[config.mk]
export PLATFORM = sky130hd
export DESIGN_NAME = dmem_arbiter
export DESIGN_NICKNAME = d
export VERILOG_FILES = /design/src/rtl/dmem_arbiter.sv
export SDC_FILE = /design/constraint.sdc
export NUM_CORES = 1
export LEC_CHECK = 0
export BUFFER_PORTS_ARGS = -buffer_cell sky130_fd_sc_hd__buf_4
export CAP_MARGIN = 20
export CORE_ASPECT_RATIO = 1.75
export CORE_UTILIZATION = 49
export CTS_CLUSTER_SIZE = 10
export DETAILED_ROUTE_END_ITERATION = 12
export PLACE_DENSITY = 0.87
export SETUP_SLACK_MARGIN = 0.15
export SYNTH_ARGS = -nofsm -noshare
export SYNTH_HDL_FRONTEND = slang
export SYNTH_SLANG_ARGS = --single-unit
[constraint.sdc]
create_clock -name clk -period 2.8 [get_ports clk]
set_input_delay 0.42 -clock clk [delete_from_list [all_inputs] [get_ports clk]]
set_output_delay 0.42 -clock clk [all_outputs]
set_load 0.05 [all_outputs]
[src/rtl/dmem_arbiter.sv]
// Data-memory arbiter: shares the single-port RAM between the CPU and debug ports,
// and owns the zero-fill sequencer that clears the RAM after reset or on command.
module dmem_arbiter #(
  parameter int ADDR_W       = 15,
  parameter int DATA_W       = 16,
  parameter int DEPTH        = 16384,
  parameter int STARVE_LIMIT = 4,
  parameter int AUTO_CLEAR   = 1
) (
  input  logic              clk,
  input  logic              rst_n,
  input  logic              clr_start,
  input  logic              freeze,
  output logic              clr_busy,
  output logic              clr_done,
  input  logic              cpu_req,
  input  logic              cpu_we,
  input  logic [ADDR_W-1:0] cpu_addr,
  input  logic [DATA_W-1:0] cpu_wdata,
  output logic              cpu_gnt,
  output logic [DATA_W-1:0] cpu_rdata,
  input  logic              dbg_req,
  input  logic              dbg_we,
  input  logic [ADDR_W-1:0] dbg_addr,
  input  logic [DATA_W-1:0] dbg_wdata,
  output logic              dbg_gnt,
  output logic [DATA_W-1:0] dbg_rdata,
  output logic              mem_initialize,
  output logic              mem_load,
  output logic [ADDR_W-1:0] mem_address,
  output logic [DATA_W-1:0] mem_in,
  input  logic [DATA_W-1:0] mem_out
);

  localparam int CNT_W = $clog2(DEPTH);
  localparam int STV_W = $clog2(STARVE_LIMIT + 1);
  localparam logic [CNT_W-1:0] CNT_LAST = CNT_W'(DEPTH - 1);
  localparam logic [STV_W-1:0] STV_MAX  = STV_W'(STARVE_LIMIT);

  typedef enum logic {S_RUN, S_CLEAR} state_t;

  state_t            state;
  logic [CNT_W-1:0]  clr_cnt;
  logic [STV_W-1:0]  starve_cnt;
  logic [ADDR_W-1:0] addr_q;
  logic [DATA_W-1:0] in_q;
  logic [DATA_W-1:0] cpu_rd_q;
  logic [DATA_W-1:0] dbg_rd_q;
  logic              run;
  logic              cpu_win;
  logic              dbg_win;

  // Outputs are gated by rst_n so they take their reset values the moment reset asserts.
  assign run      = rst_n && (state == S_RUN);
  assign dbg_win  = run && dbg_req && ((starve_cnt == STV_MAX) || !cpu_req);
  assign cpu_win  = run && cpu_req && !dbg_win;
  assign cpu_gnt  = cpu_win;
  assign dbg_gnt  = dbg_win;
  assign clr_busy = rst_n && (state == S_CLEAR);

  assign cpu_rdata = cpu_win ? mem_out : cpu_rd_q;
  assign dbg_rdata = dbg_win ? mem_out : dbg_rd_q;

  always_comb begin
    mem_initialize = 1'b1;
    mem_load       = 1'b0;
    mem_address    = addr_q;
    mem_in         = in_q;
    if (!rst_n) begin
      mem_address = '0;
      mem_in      = '0;
    end else if (state == S_CLEAR) begin
      mem_initialize = 1'b0;
      mem_load       = 1'b1;
      mem_address    = ADDR_W'(clr_cnt);
      mem_in         = '0;
    end else begin
      mem_initialize = freeze;
      if (cpu_win) begin
        mem_load    = cpu_we;
        mem_address = cpu_addr;
        mem_in      = cpu_wdata;
      end else if (dbg_win) begin
        mem_load    = dbg_we;
        mem_address = dbg_addr;
        mem_in      = dbg_wdata;
      end
    end
  end

  always_ff @(posedge clk or negedge rst_n) begin
    if (!rst_n) begin
      state      <= (AUTO_CLEAR != 0) ? S_CLEAR : S_RUN;
      clr_cnt    <= '0;
      starve_cnt <= '0;
      clr_done   <= 1'b0;
      addr_q     <= '0;
      in_q       <= '0;
      cpu_rd_q   <= '0;
      dbg_rd_q   <= '0;
    end else begin
      clr_done <= 1'b0;
      addr_q   <= mem_address;
      in_q     <= mem_in;
      if (cpu_win) cpu_rd_q <= mem_out;
      if (dbg_win) dbg_rd_q <= mem_out;
      case (state)
        S_CLEAR: begin
          if (clr_cnt == CNT_LAST) begin
            state    <= S_RUN;
            clr_cnt  <= '0;
            clr_done <= 1'b1;
          end else begin
            clr_cnt <= clr_cnt + CNT_W'(1);
          end
        end
        default: begin
          // The grant of the clr_start cycle has already completed at this edge.
          if (clr_start) begin
            state      <= S_CLEAR;
            clr_cnt    <= '0;
            starve_cnt <= '0;
          end else if (dbg_req && !dbg_win) begin
            if (starve_cnt != STV_MAX) starve_cnt <= starve_cnt + STV_W'(1);
          end else begin
            starve_cnt <= '0;
          end
        end
      endcase
    end
  end

endmodule

Word level (Yosys, flattened, before mapping)
Index checks and enable logic that the tools add are counted.
{"block": "op_classes", "n_shift": 0, "n_eq_ne": 4, "reduce_logical": 12, "n_mul": 0, "addsub": 2, "muxes": 27, "n_bitwise": 1, "magnitude_cmp": 0, "div": 0}
{"op": "16-bit two-way mux", "count": 6}
{"op": "15-bit two-way mux", "count": 4}
{"op": "14-bit two-way mux", "count": 3}
{"op": "14-bit by 1-bit adder with 14-bit output (second input constant)", "count": 1}
{"op": "14-bit equality test (second input constant)", "count": 1}
{"op": "1-bit two-way mux", "count": 11}
{"op": "3-bit two-way mux", "count": 3}
{"op": "1-bit logical AND", "count": 7}
{"op": "3-bit by 1-bit adder with 3-bit output (second input constant)", "count": 1}
{"op": "3-bit equality test (second input constant)", "count": 1}
{"op": "3-bit by 2-bit != test with 1-bit output (second input constant)", "count": 1}
{"op": "3-bit != test (second input constant)", "count": 1}
{"op": "1-bit logical NOT", "count": 2}
{"op": "2-bit AND reduction", "count": 1}
{"op": "2-bit nonzero test", "count": 1}
{"op": "1-bit logical OR", "count": 1}
{"op": "1-bit inverter", "count": 1}
{"block": "totals", "regBits": 82, "ramBits": 0, "input_bits": 86, "latch_bits": 0, "rom_bits": 0, "memories": 0}

Longest topological paths before layout
{"block": "depth", "depth_word": 9, "ltp_mapped": 9, "depth_no_buf": 7}

Least setup slack after synthesis
OpenSTA, ideal clock, no wires.
{"block": "synth_path", "path_kind": "register -> output", "start": "register starve_cnt[0]", "end": "output port mem_address[10]", "path_stages_with_launch": 9, "arrival_time_ns": 2.622, "setup_slack_ns": -0.242, "t_required_ns": 2.380, "n_path_buf": 1, "cell_sequence": "dfrtp_1 inv_1 ha_1 nand2_1 a211o_4 clkinv_2 buf_4 a211oi_1 o31ai_1"}
{"block": "synth_via", "elab_chain_len": 8, "elab_cells_between_ends": 9, "cone_classes": "1 x eq/ne; 4 x mux; 4 x reduce/logical"}
{"item": "start: declaration", "line_no": "44", "source": "logic [STV_W-1:0] starve_cnt;"}
{"item": "start signal: assignment", "line_no": "124", "source": "if (starve_cnt != STV_MAX) starve_cnt <= starve_cnt + STV_W'(1);"}
{"item": "3-bit equality test (*)", "line_no": "55", "source": "assign dbg_win = run && dbg_req && ((starve_cnt == STV_MAX) || !cpu_req);"}
{"item": "1-bit logical OR (*)", "line_no": "55"}
{"item": "1-bit logical AND (*)", "line_no": "55"}
{"item": "1-bit logical NOT", "line_no": "56", "source": "assign cpu_win = run && cpu_req && !dbg_win;"}
{"item": "1-bit logical AND", "line_no": "56"}
{"item": "15-bit two-way mux (*)", "line_no": "79", "source": "if (cpu_win) begin"}
{"item": "15-bit two-way mux (*)", "line_no": "72", "source": "end else if (state == S_CLEAR) begin"}
{"item": "15-bit two-way mux (*)", "line_no": "69", "source": "if (!rst_n) begin"}
{"item": "end: declaration", "line_no": "30", "source": "output logic [ADDR_W-1:0] mem_address,"}
Mark *: on every way between the ends. The rest lies on a longest branch, timed or not.

Worst setup path after layout
{"block": "layout_path", "start": "register starve_cnt[0]", "end": "output port mem_address[0]"}
The elaborated chain is that of the path after synthesis.

==> metrics list <==
* LEAKAGE: around 3 nW
* Crit. End Element: primary output
- For the finished layout, the period the worst path requires is 2.69 ns.
- Along the worst path, the maximum fanout reaches 8.
- Actual transition at the worst max-transition pin: 0.761 ns
- In this run switching power makes up about a third of total power.
- Timing would allow up to 0.372 GHz.
- Critical path arrival: 2.27 ns
* Die Footprint: 0.00846 mm^2
* Internal portion of total power: 0.00241 W
- Top library cells by usage in the layout, fill and taps aside: sky130_fd_sc_hd__buf_4 (144), sky130_fd_sc_hd__nand2_1 (81), sky130_fd_sc_hd__dfrtp_1 (81)
- Root Buffer Master: sky130_fd_sc_hd__clkbuf_16
- Total number of yosys warnings: 0
* Count of inserted antenna diode cells: 0
- Post-Syn Nets: 489
- Clock tree synthesis found a total of between 80 and 90 sinks.
- Buffers placed on the I/O ports in this run total 154.
- After legalization and detailed placement, the total HPWL measured 7720 um.
- On the critical path, the stage with the largest delay is an instance of sky130_fd_sc_hd__a211o_4.
- Of the synthesized area, sequential elements account for 51.8%.
- Row count: 43
- On the final layout, the worst hold slack is 0.269 ns.
* Initial standard-cell utilization of the core: 50.4%
* Clock transition at the registers of the reported paths: ~0.070 ns
* Final setup fails: 0
* Power share of the clock group: 30.1%
- The routed layout has 4003 vias.
* Combinational Power Share: 29.4%
- After synthesis the netlist holds a flip-flop and latch count of 82.
- For this design the total switching power over the nets is 0.00131 W.
- The max-slew violation count came to 0.
* H-tree depth reported by CTS: 3
- The clock arrives with 0.00956 ns of skew.
* Number of nets in the finished design: 658
- Number of maximum-capacitance constraint violations: 0
- The area growth from synthesis to layout is 52.4%.
- The count of nets left with antenna violations once routing finished came out at 0.
- On the worst path, the slowest cell contributes a delay of 0.44 ns.
* Type of the worst setup path: flip-flop to primary output
- Die Ht: 121 um
- The number of hold-slack violations in the final timing report is 0.
* Run status: completed
* Max Root-Sink Buffers: 2
- RD Place Congestion: 0.793
* Post-synth design cell area: around 0.004 mm^2
- Total wire length after detailed routing: 13400 um
- Number of CTS-inserted buffers: 9
- Unrepaired setup endpoints after global routing: true
- Mean post-synth cell area: 9.91 um^2
- Top cell family by delay on the critical path: compound AO/OA/AOI/OAI gates
* Ratio of final minimum period to clock period: roughly 96%
- Pin count of the biggest net entering global routing: 47
* Max-slew headroom: about half
- Most common library cell in the layout ignoring fill and taps: sky130_fd_sc_hd__buf_4
* 1st-iter DRT viols: 455
- Core area: 0.00786 mm^2
- IR analysis of the VDD net gives a maximum drop of 0.526 mV.
* Worst flop-to-flop path startpoint: clr_cnt[0]$_DFFE_PN0P_
- For this run, design rule violations remaining after detail routing come to 0.
* PD cells: 616 mW/mm^2
- Via count of the first global-routing pass: 3909
- Counting buffers and inverters, the worst setup path is 8 cells deep.
- Average wire length per cell after detail routing: 20.2 um
- Dividing the detail-routed via count by the number of cells gives 6.03.
- Registers are responsible for approximately 40% of the overall power.
- The worst setup path is launched from a flip-flop.
- In the final layout, the share of cells above drive strength 1 is 45.1%.
- Global routing finished with a remaining overflow of 0.
- Number of library cell types mapped by synthesis: 45
- In this run the worst hold path is classified as input port to asynchronous set/reset pin.
- TritonCTS built the clock tree.
- STA puts the critical path data required time at 2.38 ns.
* FF-to-FF End: clr_cnt[7]$_DFFE_PN0P_
- For the worst flop-to-flop path, the logic depth is 5.
- Initial antenna violation count: 0
* DR pass1 iterations: 4
* Tot Pwr: about 0.0037 W
* Combined global-route utilization of all metal layers: 28.4%
- In this run the horizontal extent of the chip is 70.0 um.
- Walking the worst path, the cells encountered are inv_2 > ha_4 > nand2_4 > a211o_4 > inv_8 > a211oi_1 > o31ai_2 > buf_6.
* Register-to-register setup slack: 0.82 ns
- Clock latency on the worst-skew pair: between 0.3 and 0.4 ns
* Global-route wire length before repair: 18800 um
* Number of placed I/O pins: between 150 and 200
- Gate Count Post-Synth: 400
* Buffers & Inverters on Critical Path: 3
worst max path at each step:
stage	from	to	slack (ns)
6_report	starve_cnt[0]$_DFFE_PN0P_	mem_address[0]	0.11
5_1_grt	starve_cnt[0]$_DFFE_PN0P_	mem_address[5]	0.09
4_1_cts	starve_cnt[1]$_DFFE_PN0P_	cpu_rdata[11]	0.15
3_5_place_dp	starve_cnt[0]$_DFFE_PN0P_	dbg_rdata[7]	0.17
3_3_place_gp	starve_cnt[0]$_DFFE_PN0P_	cpu_rdata[7]	0.29
2_1_floorplan	starve_cnt[0]$_DFFE_PN0P_	mem_in[10]	-0.21
stage by stage:
step / TNS (ns) / worst slack [ns] / std cells / utilization (%) / cell area [um^2]
detailed placement: 0 / 0.169 / 627 / 67.4 / 5290
global placement: 0 / 0.287 / 627 / 67.4 / 5290
global route: 0 / 0.0877 / 664 / 76.9 / 6040
floorplan: -0.749 / -0.207 / 400 / - / 4110
finish: 0 / 0.109 / 664 / 76.9 / 6040
CTS: 0 / 0.150 / 654 / 74.5 / 5850
synthesized netlist by cell type:
library cell | instances | area [um^2]
sky130_fd_sc_hd__and4_1 | 3 | 26.3
sky130_fd_sc_hd__a2111o_1 | 1 | 11.3
sky130_fd_sc_hd__nor2b_1 | 14 | 87.6
sky130_fd_sc_hd__mux2_2 | 7 | 78.8
sky130_fd_sc_hd__nand2_1 | 82 | 308
sky130_fd_sc_hd__a211oi_1 | 31 | 233
sky130_fd_sc_hd__buf_6 | 4 | 45.0
sky130_fd_sc_hd__mux2_1 | 9 | 101
sky130_fd_sc_hd__or3_1 | 2 | 12.5
sky130_fd_sc_hd__o21ai_1 | 1 | 5.00
sky130_fd_sc_hd__o41ai_1 | 1 | 8.76
sky130_fd_sc_hd__o211ai_1 | 3 | 22.5
sky130_fd_sc_hd__a211o_4 | 1 | 17.5
sky130_fd_sc_hd__xnor2_1 | 2 | 17.5
sky130_fd_sc_hd__dfrtp_1 | 81 | 2030
sky130_fd_sc_hd__and2_1 | 1 | 6.26
sky130_fd_sc_hd__ha_1 | 3 | 37.5
sky130_fd_sc_hd__a41oi_1 | 1 | 8.76
sky130_fd_sc_hd__mux2i_1 | 17 | 170
sky130_fd_sc_hd__clkbuf_2 | 2 | 10.0
sky130_fd_sc_hd__nand4_1 | 4 | 25.0
sky130_fd_sc_hd__o31ai_1 | 14 | 105
sky130_fd_sc_hd__buf_4 | 6 | 45.0
sky130_fd_sc_hd__buf_2 | 2 | 10.0
sky130_fd_sc_hd__nand4_4 | 1 | 21.3
sky130_fd_sc_hd__a31oi_1 | 2 | 12.5
sky130_fd_sc_hd__a31o_2 | 1 | 8.76
sky130_fd_sc_hd__nand2b_2 | 1 | 8.76
sky130_fd_sc_hd__nand3b_1 | 1 | 7.51
sky130_fd_sc_hd__clkbuf_1 | 13 | 48.8
sky130_fd_sc_hd__nor2_1 | 40 | 150
sky130_fd_sc_hd__o21ai_0 | 11 | 55.1
sky130_fd_sc_hd__nand2b_1 | 1 | 6.26
sky130_fd_sc_hd__a21oi_1 | 6 | 30.0
sky130_fd_sc_hd__xor2_1 | 3 | 26.3
sky130_fd_sc_hd__nor3_1 | 1 | 5.00
sky130_fd_sc_hd__nand3_1 | 8 | 40.0
sky130_fd_sc_hd__and3_1 | 3 | 18.8
sky130_fd_sc_hd__o31a_1 | 1 | 8.76
sky130_fd_sc_hd__inv_1 | 9 | 33.8
sky130_fd_sc_hd__clkinv_2 | 1 | 5.00
sky130_fd_sc_hd__nand4b_1 | 1 | 8.76
sky130_fd_sc_hd__o22ai_1 | 2 | 12.5
sky130_fd_sc_hd__dfstp_2 | 1 | 26.3
sky130_fd_sc_hd__a22o_1 | 1 | 8.76
final cells by class:
type,instances,area [um^2]
multi-input combinational,285,2020
clock inverter,5,40.0
inverter,10,53.8
clock buffer,11,233
sequential,82,2050
timing repair inverter,1,11.3
tap,90,113
fill,460,1810
timing repair buffer,180,1520
worst register-to-register path, stage by stage, from the launching register on:
cell and delay, ns:
sky130_fd_sc_hd__dfrtp_1 0.45, sky130_fd_sc_hd__ha_1 0.24, sky130_fd_sc_hd__and3_1 0.36, sky130_fd_sc_hd__nand3_1 0.18
sky130_fd_sc_hd__o21ai_1 0.44, sky130_fd_sc_hd__o21ai_0 0.18
power groups by stage:
stage               Clock, W  Sequential [W]  Combinational, W
floorplan                  0         0.00145          0.000609
global placement           0         0.00150          0.000859
detailed placement         0         0.00151          0.000884
CTS                  0.00110         0.00149          0.000995
global route         0.00118         0.00152           0.00116
finish               0.00112         0.00151           0.00109
repair_timing:
item	4_1_cts	5_1_grt
buffers inserted	6	7
endpoints found under the setup margin	60	53
gates resized for setup	50	25
endpoints found under the hold margin	3	0
hold buffers	1	0
cloned	4	3
pin swaps	5	8
logic make-up (layout without fill, tap and decap cells):
group | after synthesis | count (layout) | synth area share [%]
AND/OR/NAND/NOR | 163 | 165 | 18.5
flip-flops | 82 | 82 | 51.8
AO/OA/AOI/OAI | 77 | 79 | 13.8
buffers and inverters | 37 | 207 | 4.99
multiplexers | 33 | 33 | 8.84
XOR/XNOR | 5 | 5 | 1.11
adder cells (fa/ha/maj) | 3 | 3 | 0.947
sequential cells by signal, summed over array words and instances, names as in the netlist:
signal	count
addr_q	15
clr_cnt	14
clr_done	1
cpu_rd_q	16
dbg_rd_q	16
in_q	16
starve_cnt	3
state	1
layer usage:
| layer | vias up | GRT usage [%] | part of all wire (%) |
|---|---|---|---|
| li1 | 1748 | - | - |
| met1 | 1953 | 32.8 | 34 |
| met2 | 242 | 49.3 | 54 |
| met3 | 60 | 6.98 | 6.6 |
| met4 | 0 | 12.5 | 5.1 |
| met5 | - | 0 | 0 |
Note: power is estimated with default switching activity, not from simulation.
